==> src/rtl/mem_arbiter.sv <==
// Two-requester (I-cache / D-cache) arbiter onto one slow-memory port, D-priority with starvation guard.
// Optional ARB_PERF_CNT_EN adds saturating grant/wait performance counters.
module mem_arbiter #(
  parameter int unsigned STARVE_MAX = 4
) (
  input  logic          clk,
  input  logic          proc_reset,
  input  logic          memI_read,
  input  logic          memI_write,
  input  logic [31:4]   memI_addr,
  input  logic [127:0]  memI_wdata,
  output logic [127:0]  memI_rdata,
  output logic          memI_ready,
  input  logic          memD_read,
  input  logic          memD_write,
  input  logic [31:4]   memD_addr,
  input  logic [127:0]  memD_wdata,
  output logic [127:0]  memD_rdata,
  output logic          memD_ready,
  output logic          mem_read,
  output logic          mem_write,
  output logic [31:4]   mem_addr,
  output logic [127:0]  mem_wdata,
  input  logic [127:0]  mem_rdata,
  input  logic          mem_ready
`ifdef ARB_PERF_CNT_EN
  ,
  output logic [15:0]   cnt_gnt_i,
  output logic [15:0]   cnt_gnt_d,
  output logic [15:0]   cnt_wait
`endif
);

  typedef enum logic [1:0] {IDLE, GNT_I, GNT_D} state_t;

  state_t     r_state;
  state_t     w_next;
  logic [3:0] r_starve;
  logic       w_i_req;
  logic       w_d_req;

  assign w_i_req = memI_read | memI_write;
  assign w_d_req = memD_read | memD_write;

  always_ff @(posedge clk) begin
    if (proc_reset) r_state <= IDLE;
    else            r_state <= w_next;
  end

  always_comb begin
    w_next = r_state;
    case (r_state)
      IDLE: begin
        if (w_d_req && w_i_req)
          w_next = (r_starve == 4'(STARVE_MAX)) ? GNT_I : GNT_D;
        else if (w_d_req)
          w_next = GNT_D;
        else if (w_i_req)
          w_next = GNT_I;
      end
      GNT_I:   if (mem_ready) w_next = IDLE;
      GNT_D:   if (mem_ready) w_next = IDLE;
      default: w_next = IDLE;
    endcase
  end

  // Counts D grants taken while I waits; only updated on IDLE arbitration cycles.
  always_ff @(posedge clk) begin
    if (proc_reset) begin
      r_starve <= '0;
    end else if (r_state == IDLE) begin
      if (w_next == GNT_I || !w_i_req)
        r_starve <= '0;
      else if (w_next == GNT_D && r_starve != 4'(STARVE_MAX))
        r_starve <= r_starve + 4'd1;
    end
  end

  always_comb begin
    mem_read   = 1'b0;
    mem_write  = 1'b0;
    mem_addr   = '0;
    mem_wdata  = '0;
    memI_ready = 1'b0;
    memI_rdata = '0;
    memD_ready = 1'b0;
    memD_rdata = '0;
    if (!proc_reset) begin
      case (r_state)
        GNT_I: begin
          mem_read   = memI_read;
          mem_write  = memI_write;
          mem_addr   = memI_addr;
          mem_wdata  = memI_wdata;
          memI_ready = mem_ready;
          memI_rdata = mem_rdata;
        end
        GNT_D: begin
          mem_read   = memD_read;
          mem_write  = memD_write;
          mem_addr   = memD_addr;
          mem_wdata  = memD_wdata;
          memD_ready = mem_ready;
          memD_rdata = mem_rdata;
        end
        default: ;
      endcase
    end
  end

`ifdef ARB_PERF_CNT_EN
  logic [15:0] r_cnt_gnt_i;
  logic [15:0] r_cnt_gnt_d;
  logic [15:0] r_cnt_wait;
  logic        w_wait;

  // A wait cycle is one where the other requester is asserting while a grant is held.
  assign w_wait = ((r_state == GNT_I) && w_d_req) || ((r_state == GNT_D) && w_i_req);

  always_ff @(posedge clk) begin
    if (proc_reset) begin
      r_cnt_gnt_i <= '0;
      r_cnt_gnt_d <= '0;
      r_cnt_wait  <= '0;
    end else begin
      if (r_state == IDLE && w_next == GNT_I && r_cnt_gnt_i != '1)
        r_cnt_gnt_i <= r_cnt_gnt_i + 16'd1;
      if (r_state == IDLE && w_next == GNT_D && r_cnt_gnt_d != '1)
        r_cnt_gnt_d <= r_cnt_gnt_d + 16'd1;
      if (w_wait && r_cnt_wait != '1)
        r_cnt_wait <= r_cnt_wait + 16'd1;
    end
  end

  assign cnt_gnt_i = r_cnt_gnt_i;
  assign cnt_gnt_d = r_cnt_gnt_d;
  assign cnt_wait  = r_cnt_wait;
`endif

endmodule

==> config.mk <==
export PLATFORM = sky130hd
export DESIGN_NAME = mem_arbiter
export DESIGN_NICKNAME = d
export VERILOG_FILES = /design/src/rtl/mem_arbiter.sv
export SDC_FILE = /design/constraint.sdc
export NUM_CORES = 1
export LEC_CHECK = 0
export CORE_AREA = 2 2 339 341
export CTS_CLUSTER_DIAMETER = 50
export DETAILED_ROUTE_END_ITERATION = 10
export DIE_AREA = 0 0 341 343
export PLACE_DENSITY = 0.34
export SLEW_MARGIN = 20
export SYNTH_ARGS = -nofsm -noshare
export SYNTH_HDL_FRONTEND = slang
export SYNTH_SLANG_ARGS = --single-unit
==> constraint.sdc <==
create_clock -name clk -period 3.9 [get_ports clk]
set_clock_uncertainty 0.1 [all_clocks]
set_input_delay 0.975 -clock clk [delete_from_list [all_inputs] [get_ports clk]]
set_output_delay 0.975 -clock clk [all_outputs]
set_load 0.03 [all_outputs]
# After elaboration in Yosys (flattened, before gate mapping)
# Index checks and enable logic that the tools add are counted.
# op_classes
add_sub_neg	1
multipliers	0
div_mod_pow	0
magnitude_cmp	0
n_eq_ne	6
shifts	0
muxes	24
bitwise	2
n_reduce_logical	8
# op_table
cell	count
128-bit 2-to-1 mux	5
128-bit one-hot mux with 2 select lines	1
28-bit one-hot mux with 2 select lines	1
28-bit 2-to-1 mux	1
2-bit 2-to-1 mux	5
4-bit 2-to-1 mux	2
1-bit 2-to-1 mux	6
4-bit by 1-bit adder with 4-bit output (second input constant)	1
2-bit by 1-bit == test with 1-bit output (second input constant)	2
2-bit == test (second input constant)	2
4-bit by 3-bit == test with 1-bit output (second input constant)	1
4-bit by 3-bit inequality test with 1-bit output (second input constant)	1
1-bit one-hot mux with 2 select lines	2
2-bit one-hot mux with 2 select lines	1
1-bit logical AND	2
2-bit logical NOT	1
1-bit bitwise OR	2
2-bit AND reduction	1
2-bit nonzero test	1
2-bit OR reduction	1
1-bit logical NOT	1
1-bit logical OR	1
# word_totals
reg_bits	6
latchBits	0
ramBits	0
rom_bits	0
in_bits	447
out_inout_bits	416
word_cells	43
mem_count	0

# Depth between registers and ports, before layout
# logic_depth
word_depth	9
ltp_mapped	7
mapped_depth_nobuf	7

# Worst setup path before layout
# Ideal clock, no wire load.
# synth_timing
path_type	input to output
startpoint	input port proc_reset
endpoint	output port mem_addr[11] (netlist name)
arrival_time_ns	2.058
required_time_ns	2.825
setup_slack_ns	0.767
cell_stages	5
path_buffers	3
path_cell_list	nand2b_1 > clkbuf_1 > clkbuf_1 > buf_1 > nor2_1
# synth_via
elab_chain_cells	1
# synth_rtl
item	line_no	source
start, declared	7	input logic proc_reset,
28-bit 2-to-1 mux	88	if (!proc_reset) begin
end, declared	22	output logic [31:4] mem_addr,
# No other way between the ends.

# Worst setup path in the final report
# layout_timing
startpoint	input port proc_reset
endpoint	output port mem_wdata[11]
# layout_via
elab_chain_cells	1
# layout_rtl
item	line_no	source
128-bit 2-to-1 mux	88	
end, declared	23	output logic [127:0] mem_wdata,
# No other way between the ends.

==> run metrics <==
Mapped Cells 719; met3 global-route usage 0.0456; post-placement cell area 15800 um^2; mux share of post-synthesis cell area 0.00264; Placed Instances 3088; Top FF cell, synth dfxtp_1; Synth area leader and2_1; Post-Layout Cell Count 3094; Die W 341 um; Post-synth EDFFs 0; RSZ-0062 raised after global routing no; top cell type's share of synthesized area 0.376; final-report setup violation count 0; Slew @ Worst Pin 532 ps; Final Cycle Share 0.972; Total Power 2.08 mW; startpoint types input pin; combinational family with the most area after synthesis simple AND/OR/NAND/NOR gates; Hold Startpoint r_starve[2]; DRC violations left 0; grt total ovfl 0; drt pass-1 iters 5; most common cell after layout, fill and taps aside clkdlybuf4s50_1; Hold/Removal Path Class flop to flop; CP max FO 36; initial antenna violation count 31; vias in the first global route 9045; internal power 1.13 mW; Synth Area per Inst 5.93 um^2; Worst R2R Path Depth 7; port bufs 862; sw frac 0.458; post-route cell area 15900 um^2; clk_lat worst skew 230 ps; simple-gate share of the synthesized area 0.549; hold depth 1; hold buffer count at cts 0; CP Capture Type output port; Distinct cells, synth 37; grt met2 use 0.167; Wirelength per Cell 20.5 um; routed wire length 63.5 mm; remaining antenna violation count after routing 0; CTS root buf clkbuf_16; layout cells sized above 1 0.298; clk sinks 6; final hold vios 0; critical path type input pin to output port; Final HPWL DP 57.7 mm; Clock Path Buffers 2; outcome finished, final reports clean; Final min period 3790 ps; Gates resized, CTS repair 0; Final Slew Violations 0; die area 117000 um^2; Reg power frac 0.035; DR iter-0 viols 314; Hold Path Sink r_starve[2]; RR Startpoint r_state[0]; P per Cell Area 131 nW/um^2; Worst EP arrival 2710 ps; post-synthesis compound-gate area fraction 0.322; post-CTS repair timing setup buffer count 0; # IOs 863; Core Rows 124; Synth area leaders and2_1, a22oi_1, nor2_1; Core ar. 113000 um^2; Post-Route Setup TNS 0 ps; sw power 0.951 mW; Starting Density 0.0376; first-pass GRT wire length 80.8 mm; chip height 343 um; required time worst endpoint 2820 ps; Combinational Power Share 0.884; nets 2034; gr busiest metal met2; yosys warns 0; Worst R2R End r_starve[2]; fmax 264 MHz; Vias 8912; Area growth syn-to-layout 273%; max cap viols 0; worst vdd ir 0.0981 mV; Leak 6.03 nW; met1 usage 0.120; xor and xnor area share after synthesis 0.00206; clock-pin slew on the worst setup and hold paths 40 ps; Cell Area, Synth 4260 um^2; post-DR vias/cell 2.88; CTS Buf Count 3; most frequent cells in the layout clkdlybuf4s50_1, buf_4, and2_1, nor2_1, a22oi_1; clock power share 0.081; sequential area share after synthesis 0.0282; max_slew headroom 0.645; CTS tree done; Post-Synth Adder-Cell Area 0.0176; GRT Total Usage 0.0995; CTS H-Tree Depth 1; routability cong. 0.925; reg-to-reg slack, setup 1200 ps; synthesis-stage register bit count 6; syn_nets 1172; largest net degree at the start of global routing 54; asr flop ratio synth 0
## final cells by class
| class | count | area (um^2) |
|---|---|---|
| Tap cell | 1512 | 1890 |
| Inverter | 7 | 26.3 |
| Fill cell | 13000 | 97500 |
| Sequential cell | 6 | 120 |
| Multi-Input combinational cell | 624 | 3850 |
| Antenna cell | 3 | 7.51 |
| Timing Repair Buffer | 939 | 9920 |
| Clock buffer | 3 | 75.1 |
## Yosys cell counts (all sizes together), types with 2 or more instances
master    n
dfxtp     6
a22o      2
nor4      3
and2    258
o21ai     3
inv       7
nand2     3
ha        6
a21oi     3
nor2    162
nand2b    3
and3b     2
nor2b     2
a211oi    2
a22oi   158
clkbuf   80
buf       2
## worst max-delay path, stage by stage
cell and delay [ps]:
clkdlybuf4s50_1 460, nand2b_4 190, buf_12 180, nor2_1 170, clkdlybuf4s50_1 700
## logic make-up after synthesis
family / count (synthesis)
compound gates: 178
xor+xnor: 1
fa+ha+maj: 6
buf+inv: 89
flops: 6
mux: 1
simple gates: 438
## state kept, by name (all words and copies together), names as in the netlist
name,count
r_starve,4
r_state,2
## metrics by stage
| stage | util | hold slack (ps) | setup WS [ps] |
|---|---|---|---|
| final | 0.140 | 439 | 110 |
| after global routing | 0.140 | 477 | 42.4 |
| after CTS | 0.140 | 440 | 56.9 |
| after detailed placement | 0.139 | 428 | 60.0 |
| after global placement | 0.139 | 422 | 92.4 |
| after floorplan | - | 399 | 767 |
## routing by layer
metal | routed length [um] | up-vias
met2 | 29700 | 519
met5 | 279 | -
li1 | - | 4178
met3 | 6990 | 62
met1 | 25800 | 4107
met4 | 656 | 46
## worst max path at each step
stage                     from  slack (ps)  cells past startpoint            end
floorplan           proc_reset         770                      5   mem_addr[11]
finish              proc_reset         110                      5  mem_wdata[11]
global placement    proc_reset          90                      5  mem_wdata[13]
CTS                 proc_reset          60                      5  mem_wdata[11]
global route        proc_reset          40                      5   mem_wdata[8]
detailed placement  proc_reset          60                      5  mem_wdata[11]
## power by group through the flow
stage               sequential [mW]  combinational (mW)  clock, mW
finish                       0.0736                1.83      0.168
global placement             0.0742                1.87          0
detailed placement           0.0745                1.87          0
CTS                          0.0736                1.88      0.171
global route                 0.0745                1.95      0.175
floorplan                    0.0719               0.668          0
No activity file was read; power rests on OpenSTA's default activity.
